===== src/rtl/cpu_dmem.sv =====
// cpu_dmem: internal data memory controller for the qwic51 core.
//
// Addresses below SFR_BASE hit an on-chip synchronous RAM. Addresses at or above it go to an
// external SFR bus. A read on that bus is held until the bus returns valid data or a timeout
// expires. A bit write (MEM_WR with MEM_BIT) is carried out as a read-modify-write sequence.
//
// Ports:
//   CLK, RST_N          clock; synchronous active-low reset
//   MEM_ADDR            request address
//   MEM_WR_DATA         word write data
//   MEM_WR, MEM_RD      write / read request, accepted when MEM_BUSY is low
//   MEM_BIT             turns MEM_WR into a bit write
//   MEM_BIT_IDX         index of the bit to modify
//   MEM_BIT_VAL         new value of that bit
//   MEM_BUSY            high while a multi-cycle sequence is in progress
//   MEM_RD_DATA         read data, held until the next MEM_RD_VALID
//   MEM_RD_VALID        one-cycle strobe qualifying MEM_RD_DATA
//   MEM_ERR             one-cycle strobe when an SFR read times out
//   SFR_ADDR            SFR bus address
//   SFR_WR_DATA         SFR bus write data
//   SFR_WR              one-cycle SFR write strobe
//   SFR_RD              SFR read request, held until valid or timeout
//   SFR_RD_DATA         SFR bus read data
//   SFR_RD_VALID        SFR bus read data valid
module cpu_dmem #(
  parameter int unsigned DATA_WIDTH = 8,
  parameter int unsigned ADDR_WIDTH = 8,
  parameter int unsigned SFR_BASE   = 128,
  parameter int unsigned TIMEOUT    = 16
) (
  input  logic                          CLK,
  input  logic                          RST_N,
  input  logic [ADDR_WIDTH-1:0]         MEM_ADDR,
  input  logic [DATA_WIDTH-1:0]         MEM_WR_DATA,
  input  logic                          MEM_WR,
  input  logic                          MEM_RD,
  input  logic                          MEM_BIT,
  input  logic [$clog2(DATA_WIDTH)-1:0] MEM_BIT_IDX,
  input  logic                          MEM_BIT_VAL,
  output logic                          MEM_BUSY,
  output logic [DATA_WIDTH-1:0]         MEM_RD_DATA,
  output logic                          MEM_RD_VALID,
  output logic                          MEM_ERR,
  output logic [ADDR_WIDTH-1:0]         SFR_ADDR,
  output logic [DATA_WIDTH-1:0]         SFR_WR_DATA,
  output logic                          SFR_WR,
  output logic                          SFR_RD,
  input  logic [DATA_WIDTH-1:0]         SFR_RD_DATA,
  input  logic                          SFR_RD_VALID
);

  localparam int unsigned BW     = $clog2(DATA_WIDTH);
  localparam int unsigned RAM_AW = (SFR_BASE > 1) ? $clog2(SFR_BASE) : 1;
  localparam int unsigned CW     = $clog2(TIMEOUT + 1);

  // One extra bit so SFR_BASE == 2**ADDR_WIDTH (no SFR space) is representable.
  localparam logic [ADDR_WIDTH:0] BASE_EXT = (ADDR_WIDTH + 1)'(SFR_BASE);
  localparam logic [CW-1:0]       CNT_LAST = CW'(TIMEOUT - 1);

  typedef enum logic [1:0] {StIdle, StRamRmw, StSfrWait, StSfrWb} state_e;

  state_e state_q, state_d;

  logic                  accept;
  logic                  is_ram;
  logic                  is_bit_wr;
  logic                  timeout_hit;

  logic [CW-1:0]         cnt_q;
  logic                  bit_q;
  logic [BW-1:0]         idx_q;
  logic                  val_q;
  logic [RAM_AW-1:0]     rmw_addr_q;
  logic [DATA_WIDTH-1:0] rmw_word_q;
  logic [DATA_WIDTH-1:0] rd_data_q;
  logic                  rd_valid_q;
  logic                  err_q;
  logic [ADDR_WIDTH-1:0] sfr_addr_q;
  logic [DATA_WIDTH-1:0] sfr_wr_data_q;

  logic                  ram_we;
  logic [RAM_AW-1:0]     ram_waddr;
  logic [DATA_WIDTH-1:0] ram_wdata;
  logic [RAM_AW-1:0]     ram_raddr;

  logic [DATA_WIDTH-1:0] ram [SFR_BASE];

  function automatic logic [DATA_WIDTH-1:0] set_bit(input logic [DATA_WIDTH-1:0] word,
                                                    input logic [BW-1:0]         idx,
                                                    input logic                  val);
    logic [DATA_WIDTH-1:0] r;
    r      = word;
    r[idx] = val;
    return r;
  endfunction

  always_comb begin
    accept      = (MEM_RD | MEM_WR) & (state_q == StIdle);
    is_ram      = {1'b0, MEM_ADDR} < BASE_EXT;
    // MEM_BIT only matters for writes; with MEM_RD alone it is a plain read.
    is_bit_wr   = MEM_WR & MEM_BIT;
    timeout_hit = (cnt_q == CNT_LAST);
  end

  // State register
  always_ff @(posedge CLK) begin
    if (!RST_N) begin
      state_q <= StIdle;
    end else begin
      state_q <= state_d;
    end
  end

  // Next-state logic
  always_comb begin
    state_d = state_q;
    unique case (state_q)
      StIdle: begin
        if (accept) begin
          if (is_ram) begin
            if (is_bit_wr) state_d = StRamRmw;
          end else if (MEM_WR && !MEM_BIT) begin
            state_d = StSfrWb;
          end else begin
            // SFR read, or SFR bit write which must read the register first.
            state_d = StSfrWait;
          end
        end
      end
      StRamRmw: state_d = StIdle;
      StSfrWait: begin
        if (SFR_RD_VALID) begin
          state_d = bit_q ? StSfrWb : StIdle;
        end else if (timeout_hit) begin
          state_d = StIdle;
        end
      end
      StSfrWb: state_d = StIdle;
      default: state_d = StIdle;
    endcase
  end

  // Outputs
  always_comb begin
    MEM_BUSY     = (state_q != StIdle);
    SFR_RD       = (state_q == StSfrWait);
    SFR_WR       = (state_q == StSfrWb);
    MEM_RD_DATA  = rd_data_q;
    MEM_RD_VALID = rd_valid_q;
    MEM_ERR      = err_q;
    SFR_ADDR     = sfr_addr_q;
    SFR_WR_DATA  = sfr_wr_data_q;
  end

  // RAM port control. Writes are gated by RST_N so a reset abandons a pending write-back.
  always_comb begin
    ram_we    = 1'b0;
    ram_waddr = MEM_ADDR[RAM_AW-1:0];
    ram_wdata = MEM_WR_DATA;
    ram_raddr = MEM_ADDR[RAM_AW-1:0];
    if (RST_N) begin
      if (state_q == StRamRmw) begin
        ram_we    = 1'b1;
        ram_waddr = rmw_addr_q;
        ram_wdata = set_bit(rmw_word_q, idx_q, val_q);
      end else if (accept && is_ram && MEM_WR && !MEM_BIT) begin
        ram_we = 1'b1;
      end
    end
  end

  // RAM array, never reset
  always_ff @(posedge CLK) begin
    if (ram_we) begin
      ram[ram_waddr] <= ram_wdata;
    end
  end

  // Datapath registers
  always_ff @(posedge CLK) begin
    if (!RST_N) begin
      cnt_q         <= '0;
      bit_q         <= 1'b0;
      idx_q         <= '0;
      val_q         <= 1'b0;
      rmw_addr_q    <= '0;
      rmw_word_q    <= '0;
      rd_data_q     <= '0;
      rd_valid_q    <= 1'b0;
      err_q         <= 1'b0;
      sfr_addr_q    <= '0;
      sfr_wr_data_q <= '0;
    end else begin
      rd_valid_q <= 1'b0;
      err_q      <= 1'b0;
      unique case (state_q)
        StIdle: begin
          if (accept) begin
            cnt_q <= '0;
            bit_q <= is_bit_wr;
            idx_q <= MEM_BIT_IDX;
            val_q <= MEM_BIT_VAL;
            if (is_ram) begin
              if (is_bit_wr) begin
                rmw_addr_q <= ram_raddr;
                rmw_word_q <= ram[ram_raddr];
              end else if (!MEM_WR) begin
                // A read colliding with a write is dropped.
                rd_data_q  <= ram[ram_raddr];
                rd_valid_q <= 1'b1;
              end
            end else begin
              sfr_addr_q <= MEM_ADDR;
              if (MEM_WR && !MEM_BIT) sfr_wr_data_q <= MEM_WR_DATA;
            end
          end
        end
        StSfrWait: begin
          if (SFR_RD_VALID) begin
            if (bit_q) begin
              sfr_wr_data_q <= set_bit(SFR_RD_DATA, idx_q, val_q);
            end else begin
              rd_data_q  <= SFR_RD_DATA;
              rd_valid_q <= 1'b1;
            end
          end else if (timeout_hit) begin
            err_q <= 1'b1;
            if (!bit_q) begin
              rd_data_q  <= '1;
              rd_valid_q <= 1'b1;
            end
          end else begin
            cnt_q <= cnt_q + 1'b1;
          end
        end
        default: ;
      endcase
    end
  end

endmodule


===== config.mk =====
export PLATFORM = sky130hd
export DESIGN_NAME = cpu_dmem
export DESIGN_NICKNAME = d
export VERILOG_FILES = /design/src/rtl/cpu_dmem.sv
export SDC_FILE = /design/constraint.sdc
export NUM_CORES = 1
export LEC_CHECK = 0
export BUFFER_PORTS_ARGS = -buffer_cell sky130_fd_sc_hd__buf_4
export CAP_MARGIN = 20
export CORE_MARGIN = 5
export CORE_UTILIZATION = 50
export DETAILED_ROUTE_END_ITERATION = 6
export PLACE_DENSITY = 0.63
export SETUP_SLACK_MARGIN = 0.5
export SLEW_MARGIN = 40
export SYNTH_ARGS = -nofsm -noshare
export SYNTH_HDL_FRONTEND = slang
export SYNTH_SLANG_ARGS = --single-unit

===== constraint.sdc =====
create_clock -name CLK -period 10.2 [get_ports CLK]
set_input_delay 0 -clock CLK [delete_from_list [all_inputs] [get_ports CLK]]
set_output_delay 0 -clock CLK [all_outputs]
set_load 0.02 [all_outputs]

==> results of run 1 <==
[per-layer routing]
layer	up-vias	global-route usage, %	share of wire (%)
met2	916	35.5	48
met4	0	4.89	1.9
met5	-	0	0
met3	137	3.80	7.4
met1	11600	33.7	43
li1	9282	-	-
[cells in the mapped netlist, types with 9 or more instances]
library cell,count
a21oi_1,49
a31oi_1,13
edfxtp_1,1024
mux2i_1,63
nor2_1,156
o22ai_1,21
clkbuf_1,43
nor2b_1,27
nand2_1,100
dfxtp_1,53
buf_2,32
o21ai_1,9
nand2b_1,16
nor3_1,9
a211oi_1,27
a22oi_1,48
buf_6,17
nand3_1,20
a22o_1,19
mux4_2,246
o21ai_0,37
a221oi_1,15
buf_4,15
[logic make-up after synthesis]
family | count (synthesis) | share of synthesized area [%]
flip-flops | 1077 | 74.8
multiplexers | 311 | 14.6
AO/OA/AOI/OAI | 285 | 4.58
XOR/XNOR | 3 | 0.0618
adder cells (fa/ha/maj) | 2 | 0.0588
buffers and inverters | 132 | 1.94
AND/OR/NAND/NOR | 375 | 4.00
[through the flow]
| stage | hold slack, ns | area (µm²) | power (µW) |
|---|---|---|---|
| floorplan | 0.0771 | 42500 | 5380 |
| global placement | 0.219 | 44100 | 5540 |
| detailed placement | 0.227 | 44300 | 5560 |
| CTS | 0.256 | 48100 | 9230 |
| global route | 0.306 | 48200 | 9470 |
| finish | 0.304 | 48200 | 9180 |
[worst paths after layout]
kind | start | endpoint | slack [ns] | cells past startpoint
worst max-delay path | MEM_ADDR[1] | rmw_word_q[6] | 5.69 | 12
worst min-delay path | MEM_ADDR[6] | SFR_ADDR[6] | 0.30 | 4
worst max register to register | state_q[1] | ram[60][1] | 6.34 | 8
worst min register to register | rmw_addr_q[0] | rmw_addr_q[0] | 0.48 | 2
[what timing repair did]
action | 4_1_cts | 5_1_grt
hold buffers | 53 | 0
setup endpoints to repair | 0 | 0
endpoints found under the hold margin | 100 | 0
[registers in the layout (all words and copies together) (netlist names)]
| name | flops |
|---|---|
| MEM_ERR | 1 |
| cnt_q | 5 |
| bit_q | 1 |
| SFR_ADDR | 8 |
| SFR_WR_DATA | 8 |
| ram | 1024 |
| rmw_addr_q | 7 |
| MEM_RD_VALID | 1 |
| idx_q | 3 |
| rmw_word_q | 8 |
| val_q | 1 |
| state_q | 2 |
| MEM_RD_DATA | 8 |
[worst max-delay path, cell delays in order]
cell	delay, ns
dlygate4sd3_1	0.56
buf_8	0.64
buf_4	0.66
buf_12	0.40
mux4_2	0.55
o22ai_1	0.18
nor3_1	0.08
or4_1	0.61
nand4_1	0.12
dlygate4sd3_1	0.56
nand3_1	0.06
dlygate4sd3_1	0.56
[layout make-up]
| class | instances | area, µm² |
|---|---|---|
| Tap cell | 1144 | 1430 |
| Inverter | 9 | 33.8 |
| Fill cell | 6273 | 36700 |
| Clock inverter | 53 | 483 |
| Antenna cell | 1 | 2.50 |
| Timing Repair Buffer | 155 | 1450 |
| Sequential cell | 1077 | 31800 |
| Clock buffer | 132 | 2750 |
| Multi-Input combinational cell | 976 | 10200 |
[power by group]
part           switching, µW  leakage (µW)  internal (µW)
logic                    385       0.00378            204
registers               14.5       0.00965           4890
clock network           1600       0.00159           2080
total                   2000        0.0150           7180
==> reports/summary.txt, run 1 <==
Slew @ Worst Pin - 0.858 ns
Via density - 6.18
pre-CTS setup slack - 6.05 ns
Placer Congestion - 0.828
Worst Path Required - 10.75 ns
DP HPWL - 61,400 µm
first-pass GRT wire length - 151,000 µm
initial antenna violation count - 0
CTS Sinks - 1,077
Max-cap violations - 0
Mapped Cells - 2,185
CTS root buf - clkbuf_16
Vias - 21,900
Slew Limit Fails - 0
DRT antenna net count - 0
crit path max fanout - 96
Tcrit/Tclk final - 44.2%
mean post-synth cell area - 19.5 µm²
total gr overflow - 0
Port Buffers - 62
final wirelength - 102,000 µm
CP Capture Type - flop
outcome - complete, no violations
area leader, netlist - edfxtp_1
Iter 0 DRT Violations - 2,379
Synth top area share - 72.3%
Starting Density - 50.1%
register area share after synthesis - 74.8%
crit path time final - 4.51 ns
Initial DRT Pass Iterations - 5
Std-Cell Rows - 107
clock slew at reported path FFs - 0.06 ns
Yosys cell types - 60
pin count of the biggest net entering global routing - 125
pwr dens - 190 mW/mm²
synthesis-to-finish area growth - 13.3%
max frequency - 222 MHz
Mapped Area - 0.0425 mm²
core area - 0.0849 mm²
aggregate global-route resource usage - 22.5%
layout cells sized above 1 - 24.9%
WL/cell - 28.7 µm
Worst setup SP type - primary input
Clock Path Buffers - 3
cts repair resizes - 0
Yosys reg bits - 1,077
Layout Cells excl Fill - 3,547
most frequent cells in the layout - edfxtp_1, mux4_2, clkbuf_16
Final Core Density - 56.8%
Setup-failing EPs final - 0
count of flip-flops with a built-in enable after synthesis - 1,024
Slew headroom - 42.4%
clk_skew - 0.0262 ns
vias in the first global route - 21,900
TritonCTS buffer count - 104
worst setup margin - 5.69 ns
most common cell after layout, fill and taps aside - edfxtp_1
commonest register cell after synthesis - edfxtp_1
worst-skew pair later-pin latency - 0.67 ns
die area - 0.0910 mm²
Worst VDD drop - 0.000126 V
DRC - 0
ys async rst share - 0%
P_leak - 0.0150 µW
Hold Violations, Final - 0
total of warnings raised by yosys - 0
Syn Nets - 2,221
num ports - 63
fin nets - 2,359
Die Width - 302 µm
placed cells - 3,306
CTS tree - built
arrival time at the worst endpoint - 5.07 ns
Hold WC Path Type - in -> reg
cells taking the most area after synthesis - edfxtp_1, mux4_2, dfxtp_1
RSZ-0062 raised after global routing - false
Die Y - 302 µm
WS Path Type - in -> reg
Post-CTS Setup Bufs - 0
H-tree depth - 3
Setup TNS Final - 0 ns
(Power assumes the default switching activity.)
==> run 2, diff against run 1 <==
==> constraint.sdc (replaced) <==
create_clock -name CLK -period 4.2 [get_ports CLK]
set_input_delay 0 -clock CLK [delete_from_list [all_inputs] [get_ports CLK]]
set_output_delay 0 -clock CLK [all_outputs]
set_load 0.02 [all_outputs]
==> reports/summary.txt, run 2 (synthesis results as in run 1) <==
WS Path Type - in -> reg
aggregate global-route resource usage - 22.9% (+0.35 points)
Layout fillers - 6,254 (-0.30%)
Starting Density - 50.1% (unchanged)
Worst path slowest cell - or4_1
crit path max fanout - 36 (-63%)
max frequency - 289 MHz
Largest stage delay, worst path - 0.62 ns (-0.04 ns)
antenna cells - 0 (-1)
Die Y - 302 µm (unchanged)
final wirelength - 104,000 µm (+1.8%)
total gr overflow - 0 (unchanged)
Die Width - 302 µm (unchanged)
Layout Cells excl Fill - 3,678 (+3.7%)
Worst setup SP type - primary input
Hold WS - 0.0260 ns (-0.278 ns)
CP Capture Type - flop
DRC - 0 (unchanged)
Multi-input gate area - 0.0100 mm² (-2.0%)
Iter 0 DRT Violations - 2,279 (-4.2%)
Initial DRT Pass Iterations - 6 (+1)
clk_skew - 0.0205 ns (-0.00564 ns)
Slew headroom - 40.8% (-1.6 points)
crit path time final - 3.45 ns
CTS Sinks - 1,077 (unchanged)
WHS Path Cells - 4 (unchanged)
Slew Limit Fails - 0 (unchanged)
Tcrit/Tclk final - 82.2%
Critical Path Most Common Cell - dlygate4sd3_1
pre-CTS setup slack - 0.896 ns (-5.15 ns)
worst reg2reg path endpoint - rmw_word_q[6]
most frequent cells in the layout - edfxtp_1, mux4_2, buf_4
Reg2Reg Depth - 8 (unchanged)
Reg with most FFs - ram
WL/cell - 28.2 µm (-1.8%)
Max-cap violations - 0 (unchanged)
fin nets - 2,488 (+5.5%)
die area - 0.0910 mm² (unchanged)
DRT antenna net count - 0 (unchanged)
placed cells - 3,438 (+4.0%)
crit path cell chain - dlygate4sd3_1 > buf_6 > buf_4 > nand2_1 > o22ai_1 > a2111oi_0 > or4_1 > nand4_1 > dlygate4sd3_1 > nand3_1 > dlygate4sd3_1
initial antenna violation count - 0 (unchanged)
num ports - 63 (unchanged)
P_leak - 0.0158 µW (+5.0%)
synthesis-to-finish area growth - 15.6%
worst setup margin - 0.746 ns (-4.94 ns)
Port Buffers - 62 (unchanged)
outcome - complete, no violations
Sequential Area - 0.0318 mm² (unchanged)
DP HPWL - 64,000 µm (+4.3%)
pwr dens - 463 mW/mm² (+140%)
setup slack, reg-to-reg - 0.78 ns (-5.56 ns)
pin count of the biggest net entering global routing - 129 (+3.2%)
Via density - 6.12 (-1.0%)
vias in the first global route - 22,400 (+2.4%)
Post-CTS Setup Bufs - 0 (unchanged)
reg2reg start - ram[85][6]
Hold Violations, Final - 0 (unchanged)
Placer Congestion - 0.889 (+7.3%)
first-pass GRT wire length - 154,000 µm (+1.9%)
Setup-failing EPs final - 0 (unchanged)
Worst Path Required - 4.73 ns (-6.02 ns)
worst-skew pair later-pin latency - 0.66 ns (about the same)
clock slew at reported path FFs - 0.06 ns (about the same)
Clock Path Buffers - 3 (unchanged)
most common cell after layout, fill and taps aside - edfxtp_1
Std-Cell Rows - 107 (unchanged)
RSZ-0062 raised after global routing - false
Hold EP - rmw_addr_q[0]
Worst VDD drop - 0.000299 V (+140%)
Hold WC Path Type - in -> reg
Vias - 22,500 (+2.6%)
arrival time at the worst endpoint - 3.98 ns (-1.09 ns)
HP Start - MEM_ADDR[0]
CTS tree - built
TritonCTS buffer count - 104 (unchanged)
layout cells sized above 1 - 26.0% (+1.2 points)
CTS root buf - clkbuf_16
max reg flops - 1,024 (unchanged)
core area - 0.0849 mm² (unchanged)
H-tree depth - 3 (unchanged)
Slew @ Worst Pin - 0.884 ns (+0.0265 ns)
## run 2: cell types whose count changed in the layout (fill, tap and decap cells not counted), sizes merged
cell,change
buf,+131
clkinvlp,+2
clkinv,-2
clkbuf,-2
dlygate4sd3,-2
inv,-3
bufinv,+8
diode,-1
## run 2: final cells by class
cell class	count	share of cell area [%]
clock buffer	130	5.60
sequential	1077	64.7
timing repair buffer	284	4.96
clock inverter	58	1.39
multi-input combinational	976	20.4
inverter	9	0.0687
tap	1144	2.91
## run 2: where the power goes
| part | total (µW) | switching [µW] | internal (µW) |
|---|---|---|---|
| Combinational | 1460 | 939 | 519 |
| Sequential | 11900 | 33.1 | 11900 |
| Clock | 9420 | 3860 | 5550 |
## run 2: worst max-delay path by stage
| stage | start | to | slack [ns] |
|---|---|---|---|
| floorplan | state_q[1] | ram[0][5] | -0.95 |
| detailed placement | state_q[1] | ram[73][0] | 0.90 |
| finish | MEM_ADDR[2] | rmw_word_q[6] | 0.75 |
| global route | MEM_ADDR[2] | rmw_word_q[6] | 0.60 |
| global placement | MEM_ADDR[0] | MEM_RD_DATA[6] | 0.88 |
| CTS | MEM_ADDR[2] | rmw_word_q[6] | 0.64 |
## run 2: per-layer routing
layer  share of wire, %  track usage [%]
met3                8.4             4.15
met2                 47             35.2
met1                 43             34.4
met5                  0                0
met4                2.3             6.03
## run 2: critical path, delay by kind of cell
kind	cells	cell delay, ns
AO/OA/AOI/OAI	2	0.31
AND/OR/NAND/NOR	4	1.10
buffers and inverters	5	2.55
## run 2: metrics by stage
stage,cell area [µm²],power (µW),setup TNS (ns),util [%]
floorplan,42500,13000,-816.78,-
global placement,45200,13500,0,53.2
detailed placement,45200,13500,0,53.3
CTS,49200,22900,0,57.9
global route,49200,23500,0,58.0
finish,49200,22800,0,58.0
## run 2: repair_timing
item / in CTS / in global routing
hold endpoints to repair: 67 / 0
endpoints found under the setup margin: 0 / 1
gates resized for setup: 0 / 1
hold buffers: 51 / 0
